File: src/rtl/lab_pkg.sv
// Shared definitions for the button front-end: debounce FSM encoding, timing
// constants and the fixed-priority command arbiter.
package lab_pkg;

  localparam int DEBOUNCE_CYCLES_DEFAULT = 1000000;
  localparam int LED_HOLD_CYCLES_DEFAULT = 25000000;

  // Shortened timings so a simulation sees whole press/release cycles quickly.
  localparam int SIM_DEBOUNCE_CYCLES = 4;
  localparam int SIM_LED_HOLD_CYCLES = 8;

  typedef enum logic [1:0] {
    IDLE    = 2'd0,
    ARM_HI  = 2'd1,
    PRESSED = 2'd2,
    ARM_LO  = 2'd3
  } dbn_state_e;

  typedef struct packed {
    logic [1:0] clear_st;
    logic [1:0] save_st;
    logic [1:0] incr_st;
  } dbg_state_t;

  // Bit 2 = clear, bit 1 = save, bit 0 = increment; clear wins over save over increment.
  function automatic logic [2:0] grant_onehot(input logic clr, input logic sav, input logic inc);
    logic [2:0] g;
    g[2] = clr;
    g[1] = sav & ~clr;
    g[0] = inc & ~clr & ~sav;
    return g;
  endfunction

endpackage

File: src/rtl/button_conditioner_if.sv
// Raw push-button inputs and the conditioned command outputs of the front-end.
interface button_conditioner_if;

  // Handshake: none. Each *Pulse is a single-cycle strobe that downstream must
  // act on in the cycle it is high; there is no ready/backpressure, and at most
  // one strobe is high per cycle. btnPressLED is a plain level.
  logic incrementBtn;
  logic saveBtn;
  logic resetBtn;
  logic incrementPulse;
  logic savePulse;
  logic clearPulse;
  logic btnPressLED;

  modport master (
    output incrementBtn, saveBtn, resetBtn,
    input  incrementPulse, savePulse, clearPulse, btnPressLED
  );

  modport slave (
    input  incrementBtn, saveBtn, resetBtn,
    output incrementPulse, savePulse, clearPulse, btnPressLED
  );

endinterface

File: src/rtl/debounce_channel.sv
// One button channel: 2-flop synchroniser, then a four-state debounce FSM that
// strobes once when a rising level has been stable for DEBOUNCE_CYCLES samples.
module debounce_channel
  import lab_pkg::*;
#(
    parameter int DEBOUNCE_CYCLES = DEBOUNCE_CYCLES_DEFAULT
) (
    input  logic       clk,
    input  logic       rst,
    input  logic       raw,
    output logic       press_strobe,
    output logic [1:0] state
);

    localparam int CW = $clog2(DEBOUNCE_CYCLES + 1);
    localparam logic [CW-1:0] D_MAX = CW'(DEBOUNCE_CYCLES);
    localparam logic [CW-1:0] ONE   = CW'(1);

    localparam logic [1:0] S_IDLE    = IDLE;
    localparam logic [1:0] S_ARM_HI  = ARM_HI;
    localparam logic [1:0] S_PRESSED = PRESSED;
    localparam logic [1:0] S_ARM_LO  = ARM_LO;

    logic          sync1;
    logic          sync2;
    logic [1:0]    state_q;
    logic [CW-1:0] cnt;

    always_ff @(posedge clk) begin
        if (rst) begin
            sync1   <= 1'b0;
            sync2   <= 1'b0;
            state_q <= S_IDLE;
            cnt     <= '0;
        end else begin
            sync1 <= raw;
            sync2 <= sync1;
            case (state_q)
                S_IDLE: begin
                    if (sync2) begin
                        state_q <= S_ARM_HI;
                        cnt     <= ONE;
                    end
                end
                S_ARM_HI: begin
                    if (!sync2) begin
                        state_q <= S_IDLE;
                        cnt     <= '0;
                    end else if (cnt == D_MAX) begin
                        state_q <= S_PRESSED;
                        cnt     <= '0;
                    end else begin
                        cnt <= cnt + ONE;
                    end
                end
                S_PRESSED: begin
                    if (!sync2) begin
                        state_q <= S_ARM_LO;
                        cnt     <= ONE;
                    end
                end
                S_ARM_LO: begin
                    // A high sample during release is a bounce: stay pressed.
                    if (sync2) begin
                        state_q <= S_PRESSED;
                        cnt     <= '0;
                    end else if (cnt == D_MAX) begin
                        state_q <= S_IDLE;
                        cnt     <= '0;
                    end else begin
                        cnt <= cnt + ONE;
                    end
                end
                default: begin
                    state_q <= S_IDLE;
                    cnt     <= '0;
                end
            endcase
        end
    end

    // Combinational so the top-level output register lands on the acceptance edge + 1.
    assign press_strobe = (state_q == S_ARM_HI) && sync2 && (cnt == D_MAX);
    assign state        = state_q;

endmodule

File: src/rtl/button_conditioner.sv
// Button front-end: three debounced channels, fixed-priority arbitration into
// registered one-cycle commands, and a retriggerable press-indicator timer.
module button_conditioner
  import lab_pkg::*;
#(
    parameter int DEBOUNCE_CYCLES = DEBOUNCE_CYCLES_DEFAULT,
    parameter int LED_HOLD_CYCLES = LED_HOLD_CYCLES_DEFAULT
) (
    input  logic                  in_clk,
    input  logic                  reset,
    button_conditioner_if.slave   bus,
    output dbg_state_t            dbg_state
);

    localparam int HW = $clog2(LED_HOLD_CYCLES + 1);
    localparam logic [HW-1:0] HOLD_VAL = HW'(LED_HOLD_CYCLES);
    localparam logic [HW-1:0] HOLD_ONE = HW'(1);

    logic       inc_strobe;
    logic       sav_strobe;
    logic       clr_strobe;
    logic [2:0] grant;
    logic       any_grant;

    logic          incr_q;
    logic          save_q;
    logic          clear_q;
    logic          led_q;
    logic [HW-1:0] led_cnt;

    debounce_channel #(.DEBOUNCE_CYCLES(DEBOUNCE_CYCLES)) u_incr (
        .clk          (in_clk),
        .rst          (reset),
        .raw          (bus.incrementBtn),
        .press_strobe (inc_strobe),
        .state        (dbg_state.incr_st)
    );

    debounce_channel #(.DEBOUNCE_CYCLES(DEBOUNCE_CYCLES)) u_save (
        .clk          (in_clk),
        .rst          (reset),
        .raw          (bus.saveBtn),
        .press_strobe (sav_strobe),
        .state        (dbg_state.save_st)
    );

    debounce_channel #(.DEBOUNCE_CYCLES(DEBOUNCE_CYCLES)) u_clear (
        .clk          (in_clk),
        .rst          (reset),
        .raw          (bus.resetBtn),
        .press_strobe (clr_strobe),
        .state        (dbg_state.clear_st)
    );

    assign grant     = grant_onehot(clr_strobe, sav_strobe, inc_strobe);
    assign any_grant = |grant;

    always_ff @(posedge in_clk) begin
        if (reset) begin
            clear_q <= 1'b0;
            save_q  <= 1'b0;
            incr_q  <= 1'b0;
            led_cnt <= '0;
            led_q   <= 1'b0;
        end else begin
            clear_q <= grant[2];
            save_q  <= grant[1];
            incr_q  <= grant[0];
            if (any_grant) begin
                led_cnt <= HOLD_VAL;
            end else if (led_cnt != '0) begin
                led_cnt <= led_cnt - HOLD_ONE;
            end
            // Registered view of (next led_cnt != 0).
            led_q <= any_grant || (led_cnt > HOLD_ONE);
        end
    end

    assign bus.incrementPulse = incr_q;
    assign bus.savePulse      = save_q;
    assign bus.clearPulse     = clear_q;
    assign bus.btnPressLED    = led_q;

endmodule

File: src/flat_wrapper.sv
// flat-port wrapper written by rule: the top's interface ports become plain ports
module button_conditioner_flat import lab_pkg::*;
#(
    parameter int DEBOUNCE_CYCLES = DEBOUNCE_CYCLES_DEFAULT,
    parameter int LED_HOLD_CYCLES = LED_HOLD_CYCLES_DEFAULT
)
  (in_clk, reset, dbg_state, bus_incrementBtn, bus_saveBtn, bus_resetBtn, bus_incrementPulse, bus_savePulse, bus_clearPulse, bus_btnPressLED);
  button_conditioner_if bus_i ();
  input  logic in_clk;
  input  logic reset;
  output dbg_state_t dbg_state;
  input wire logic [$bits(bus_i.incrementBtn)-1:0] bus_incrementBtn;
  input wire logic [$bits(bus_i.saveBtn)-1:0] bus_saveBtn;
  input wire logic [$bits(bus_i.resetBtn)-1:0] bus_resetBtn;
  output wire logic [$bits(bus_i.incrementPulse)-1:0] bus_incrementPulse;
  output wire logic [$bits(bus_i.savePulse)-1:0] bus_savePulse;
  output wire logic [$bits(bus_i.clearPulse)-1:0] bus_clearPulse;
  output wire logic [$bits(bus_i.btnPressLED)-1:0] bus_btnPressLED;
  assign bus_i.incrementBtn = bus_incrementBtn;
  assign bus_i.saveBtn = bus_saveBtn;
  assign bus_i.resetBtn = bus_resetBtn;
  assign bus_incrementPulse = bus_i.incrementPulse;
  assign bus_savePulse = bus_i.savePulse;
  assign bus_clearPulse = bus_i.clearPulse;
  assign bus_btnPressLED = bus_i.btnPressLED;
  button_conditioner #(.DEBOUNCE_CYCLES(DEBOUNCE_CYCLES), .LED_HOLD_CYCLES(LED_HOLD_CYCLES)) u_core (.in_clk(in_clk), .reset(reset), .bus(bus_i), .dbg_state(dbg_state));
endmodule
File: config.mk
export PLATFORM = sky130hd
export DESIGN_NAME = button_conditioner_flat
export DESIGN_NICKNAME = d
export VERILOG_FILES = /design/src/rtl/lab_pkg.sv /design/src/rtl/button_conditioner_if.sv /design/src/rtl/debounce_channel.sv /design/src/rtl/button_conditioner.sv /design/src/flat_wrapper.sv
export SDC_FILE = /design/constraint.sdc
export NUM_CORES = 1
export LEC_CHECK = 0
export CELL_PAD_IN_SITES_DETAIL_PLACEMENT = 0
export CELL_PAD_IN_SITES_GLOBAL_PLACEMENT = 1
export CORE_MARGIN = 2
export CORE_UTILIZATION = 47
export CTS_CLUSTER_SIZE = 16
export DETAILED_ROUTE_END_ITERATION = 10
export GPL_TIMING_DRIVEN = 1
export PLACE_DENSITY = 0.81
export SYNTH_ARGS = -nofsm -noshare
export SYNTH_HDL_FRONTEND = slang
export SYNTH_SLANG_ARGS = --single-unit
export TNS_END_PERCENT = 20
File: constraint.sdc
create_clock -name in_clk -period 2.59 [get_ports in_clk]
set_input_delay 0.518 -clock in_clk [delete_from_list [all_inputs] [get_ports in_clk]]
set_output_delay 0.518 -clock in_clk [all_outputs]
set_load 0.02 [all_outputs]
==> results_dict.tcl, run 1 <==
set metrics [dict create \
    drv_slew 0 \
    ys_seq_area_share_pct 39.3 \
    async_reset_ff_share_pct 0 \
    hold_class "reg -> reg" \
    period_needed_ns 2.16 \
    status "finished clean" \
    critPathRequiredTime_ns 2.87 \
    cts_buffers 9 \
    hpwlAfterDp_mm 8.08 \
    tns_ns 0 \
    p_leak_nw 1.90 \
    synth_edf_count 0 \
    rows 38 \
    final_util_pct 52.5 \
    netlist_area_um2 5150 \
    critPathLaunchType "flip-flop" \
    p_per_area_nw_per_um2 821 \
    cts_root_buf "clkbuf_8" \
    drt_iter0_markers 245 \
    grt_pass1_vias 4064 \
    die_w_um 109 \
    critPathMaxStageDelay_ns 0.51 \
    cts_resized 0 \
    ant_nets 0 \
    fp.coreArea_um2 10700 \
    fin_worst_skew_ns 0.0118 \
    relSlewSlack_pct 56.7 \
    die-area_um2 11800 \
    mostFrequentLayoutCells "dfxtp_1, nand2_1, a21oi_1" \
    max_freq_mhz 463 \
    final_common_cell "dfxtp_1" \
    portBuffers 14 \
    grt_antenna_before_repair 0 \
    ys.flop_type "dfxtp_1" \
    yosysTopAreaCell "dfxtp_1" \
    worstSetupPathType "reg -> reg" \
    synth_area_leaders "dfxtp_1, a21oi_1, nand2_1" \
    vias_per_cell 5.91 \
    place_congestion 0.879 \
    drive_above_1_share_pct 7.29 \
    setup_viol_count_final 0 \
    grt_usage_pct 20.9 \
    path_clk_slew_ns 0.10 \
    ios 15 \
    ys_warn_count 0 \
    tightest_slew_ns 0.647 \
    diodes 0 \
    hold_buffers 0 \
    dieHeight_um 109 \
    peakVddDrop_v 0.000484 \
    yosysTopAreaCellShare_pct 39.3 \
    grt_overflow_total 0 \
    maxCapViolCount 0 \
    postCtsSetupBuffers 0 \
    ys_seq_elements 101 \
    first_pass_iters 4 \
    insertion_delay_ns 0.37 \
    path_cells "inv_1, ha_1, nor4b_1, and4_1, nand3_1, nand4_1, a211oi_2" \
    area_growth_pct 9.60 \
    synth_fp_nets 626 \
    wirelength_mm 11.7 \
    syn_inst 612 \
    cts_max_level 3 \
    fin_nets 640 \
    cts_buffer_depth 2 \
    syn_area_per_cell_um2 8.41 \
    rsz0062_at_grt "no" \
    crit_arrival_ns 2.45 \
    finalWorstSetupSlack_ns 0.428 \
    cp-end-kind "flip-flop" \
    synth.distinct_cells 56 \
    start_util_pct 47.9 \
    cts.sinks 101 \
    grt_pass1_wl_mm 20.0 \
    fin_crit_sh_pct 83.5 \
    path_max_fanout 13 \
    wl_per_cell_um 15.2 \
    slowest_stage "nand4_1" \
    cts_tree "built" \
    grt_max_degree 33 \
    drc 0 \
    vias 4556 \
    final_hold_viol_count 0 \
    dpl_worst_slack_ns 0.431 \
]
-- cells in the mapped netlist, types with 5 or more instances --
library cell / n
o21ai_1: 8
nor2_1: 44
a41oi_1: 6
a311oi_1: 6
a22oi_1: 5
nand3_1: 31
and4_1: 6
nor4b_1: 8
inv_1: 22
and3_1: 19
a22o_1: 7
o21ai_0: 18
nor3_1: 18
clkbuf_1: 8
a21oi_1: 51
o211ai_1: 8
nor2b_1: 8
buf_2: 13
mux2i_1: 6
nand4_1: 15
xor2_1: 23
a31oi_1: 31
xnor2_1: 8
ha_1: 9
nand2b_1: 10
nand2_1: 64
dfxtp_1: 101
or3_1: 5
-- worst paths after layout --
| path | slack, ns | startpoint | end | cells after the start |
|---|---|---|---|---|
| worst max register to register | 0.43 | u_core.u_clear.cnt[0]$_SDFFE_PP0P_ | u_core.led_cnt[1]$_SDFFE_PP0P_ | 7 |
| worst min register to register | 0.44 | u_core.u_clear.sync1$_SDFF_PP0_ | u_core.u_clear.sync2$_SDFF_PP0_ | 1 |
| worst max-delay path | 0.43 | u_core.u_clear.cnt[0]$_SDFFE_PP0P_ | u_core.led_cnt[1]$_SDFFE_PP0P_ | 7 |
| worst min-delay path | 0.44 | u_core.u_clear.sync1$_SDFF_PP0_ | u_core.u_clear.sync2$_SDFF_PP0_ | 1 |
-- critical path, delay by kind of cell, from the launching register on --
kind,cells,cell delay (ns)
DFF,1,0.43
AOI/OAI and AO/OA,1,0.33
adders and majority gates,1,0.20
buffers and inverters,1,0.10
and+or+nand+nor,4,1.01
-- metal layers --
layer  GRT usage (%)  vias up  part of all wire [%]
met5               0        -                     0
met4            6.23        0                   1.5
met3            4.18       16                   3.7
met2            32.1       86                    45
met1            29.7     2149                    50
li1                -     2305                     -
-- flip-flops by register name (all words and copies together), names as in the netlist, named ones only --
| signal | flops |
|---|---|
| u_core.bus.clearPulse | 1 |
| u_core.u_clear.sync1 | 1 |
| u_core.u_save.cnt | 20 |
| u_core.u_clear.state | 1 |
| u_core.bus.savePulse | 1 |
| u_core.u_save.sync2 | 1 |
| u_core.bus.incrementPulse | 1 |
| u_core.u_clear.cnt | 20 |
| u_core.led_cnt | 25 |
| u_core.u_save.state | 1 |
| u_core.u_save.sync1 | 1 |
| u_core.u_incr.sync1 | 1 |
| u_core.bus.btnPressLED | 1 |
| u_core.u_incr.sync2 | 1 |
| u_core.u_incr.state | 1 |
| u_core.u_incr.cnt | 20 |
| u_core.u_clear.sync2 | 1 |
-- final cells by class --
| class | count | area, um^2 |
|---|---|---|
| fillers | 1043 | 5100 |
| multi-input cells | 466 | 2940 |
| flip-flops and latches | 101 | 2020 |
| repair buffers | 26 | 225 |
| well taps | 140 | 175 |
| clock buffers | 10 | 138 |
| inverters | 22 | 82.6 |
| clock inverters | 6 | 62.6 |
-- through the flow --
stage	cell area [um^2]	power [mW]	hold WS, ns	cells
final	5640	4.64	0.443	771
after CTS	5640	4.64	0.461	771
after detailed placement	5440	3.61	0.432	755
after floorplan	5150	3.24	0.414	612
after global placement	5440	3.58	0.424	755
after global routing	5640	4.95	0.480	771
-- kinds of logic (layout without fill, tap and decap cells) --
family	count (synthesis)	after routing	share of synthesized area [%]
muxes	6	6	1.17
and+or+nand+nor	264	264	29.1
AOI/OAI and AO/OA	156	156	19.3
DFF	101	101	39.3
adders and majority gates	9	9	2.19
buffers and inverters	45	64	3.67
xor gates and xnor gates	31	31	5.27
-- power breakdown --
| part | switching (mW) | internal (mW) |
|---|---|---|
| Sequential | 0.214 | 1.72 |
| Clock | 0.558 | 0.470 |
| Combinational | 0.989 | 0.684 |
| Total | 1.76 | 2.88 |
Note: power is estimated with default switching activity, not from simulation.
==> run 2, diff against run 1 <==
clock period = 2.2 ns   (was 2.59 ns; I/O delays follow)
==> results_dict.tcl, run 2 (same netlist as run 1, synthesis figures left out) <==
set metrics [dict create \
    cts.sinks 101 \
    hold_class "reg -> reg" \
    grt_usage_pct 21.1 \
    insertion_delay_ns 0.38 \
    p_per_area_nw_per_um2 931 \
    max_freq_mhz 505 \
    tightest_slew_ns 1.02 \
    wirelength_mm 11.8 \
    cts_resized 0 \
    grt_max_degree 33 \
    maxCapViolCount 0 \
    ant_nets 0 \
    die-area_um2 11800 \
    first_pass_iters 4 \
    timing.rr.end "u_core.led_cnt[8]$_SDFFE_PP0P_" \
    tns_ns 0 \
    cts_buffer_depth 2 \
    p_seq_share_pct 42.9 \
    mostFrequentLayoutCells "dfxtp_1, nand2_1, a21oi_1" \
    status "finished clean" \
    crit_start "u_core.u_save.state[0]$_SDFFE_PP0P_" \
    portBuffers 14 \
    hpwlAfterDp_mm 8.24 \
    area_growth_pct 10.5 \
    cp-end-kind "primary output" \
    postCtsSetupBuffers 0 \
    place_congestion 0.829 \
    finalWorstSetupSlack_ns 0.221 \
    fin_nets 649 \
    wl_per_cell_um 15.1 \
    dpl_worst_slack_ns 0.193 \
    final_util_pct 53.0 \
    diodes 0 \
    path_clk_slew_ns 0.09 \
    dp.cells 764 \
    ios 15 \
    die_w_um 109 \
    critPathBufInv 1 \
    switching_share_pct 37.5 \
    relSlewSlack_pct 31.5 \
    vias 4567 \
    rrSetupSlack_ns 0.25 \
    p_leak_nw 1.94 \
    grt_overflow_total 0 \
    peakVddDrop_v 0.000600 \
    slowest_stage "clkdlybuf4s50_1" \
    r2r_cells 6 \
    rows 38 \
    p_switching_mw 1.99 \
    drt_iter0_markers 215 \
    critical_path_depth 1 \
    fin_cells 778 \
    fp.coreArea_um2 10700 \
    cts_tree "built" \
    path_max_fanout 7 \
    start_util_pct 47.9 \
    critPathMaxStageDelay_ns 0.66 \
    path_delay_family "buffers and inverters" \
    power.clock.fraction_pct 20.3 \
    dieHeight_um 109 \
    worstSetupPathType "reg -> out" \
    grt_pass1_wl_mm 19.9 \
    cts_max_level 3 \
    critPathLaunchType "flip-flop" \
    grt_antenna_before_repair 0 \
    path_cells "clkdlybuf4s50_1" \
    hold_buffers 0 \
    drc 0 \
    drv_slew 0 \
    r2r_start "u_core.u_clear.cnt[14]$_SDFFE_PP0P_" \
    final_common_cell "dfxtp_1" \
    crit_arrival_ns 1.54 \
    grt_pass1_vias 4146 \
    setup_viol_count_final 0 \
    critPathRequiredTime_ns 1.76 \
    fin_worst_skew_ns 0.00745 \
    period_needed_ns 1.98 \
    regMostFlops "u_core.led_cnt" \
    drive_above_1_share_pct 8.31 \
    vias_per_cell 5.87 \
    final_hold_viol_count 0 \
    fin_crit_sh_pct 89.9 \
    cts_buffers 9 \
    crit_end "dbg_state[2]" \
    largest_reg_flops 25 \
    cts_root_buf "clkbuf_8" \
    power_frac_comb_pct 36.9 \
    rsz0062_at_grt "no" \
    intPower_mw 3.31 \
]
## run 2: cell types whose count changed in the layout (fill, tap and decap cells not counted), sizes merged
cell      previous run  this run
clkbuf              10        12
clkinvlp             3         0
bufinv               1         0
buf                 13        22
## run 2: layout make-up
class	count	area [um^2]
clock buffers	12	155
clock inverters	2	10.0
fillers	1020	5050
inverters	22	82.6
multi-input cells	466	2940
flip-flops and latches	101	2020
well taps	140	175
repair buffers	35	305
## run 2: through the flow
step / hold WS [ns] / area, um^2 / total power [mW]
6_report: 0.445 / 5690 / 5.30
5_1_grt: 0.454 / 5690 / 5.70
4_1_cts: 0.445 / 5690 / 5.36
3_3_place_gp: 0.437 / 5520 / 4.23
2_1_floorplan: 0.414 / 5150 / 3.81
3_5_place_dp: 0.437 / 5520 / 4.27
## run 2: worst min path at each step
stage / start / endpoint / slack, ns / depth (start not counted)
floorplan: u_core.u_clear.sync1$_SDFF_PP0_ / u_core.u_clear.sync2$_SDFF_PP0_ / 0.41 / 1
CTS: reset / u_core.u_save.sync1$_SDFF_PP0_ / 0.44 / 2
detailed placement: u_core.u_clear.sync1$_SDFF_PP0_ / u_core.u_clear.sync2$_SDFF_PP0_ / 0.44 / 1
finish: u_core.u_save.sync1$_SDFF_PP0_ / u_core.u_save.sync2$_SDFF_PP0_ / 0.45 / 1
global route: reset / u_core.u_save.sync1$_SDFF_PP0_ / 0.45 / 2
global placement: u_core.u_clear.sync1$_SDFF_PP0_ / u_core.u_clear.sync2$_SDFF_PP0_ / 0.44 / 1
## run 2: layer usage
metal | part of all wire (%) | track usage [%] | vias up
met5 | 0 | 0 | -
met4 | 0.95 | 5.68 | 0
li1 | - | - | 2303
met1 | 49 | 28.3 | 2178
met2 | 46 | 33.7 | 77
met3 | 3.8 | 5.50 | 9
## run 2: power groups by stage
stage,sequential [mW],clock [mW],combinational [mW]
global route,2.30,1.19,2.21
CTS,2.27,1.12,1.96
detailed placement,2.31,0,1.95
floorplan,2.28,0,1.53
global placement,2.30,0,1.93
finish,2.27,1.07,1.95
==> run 3, diff against run 2 <==
ABC_CLOCK_PERIOD_IN_PS = 2200   (was default)
GPL_TIMING_DRIVEN = default   (was 1)
==> results of run 3 <==
Final layout, timing and power as in run 2 (identical DEF).
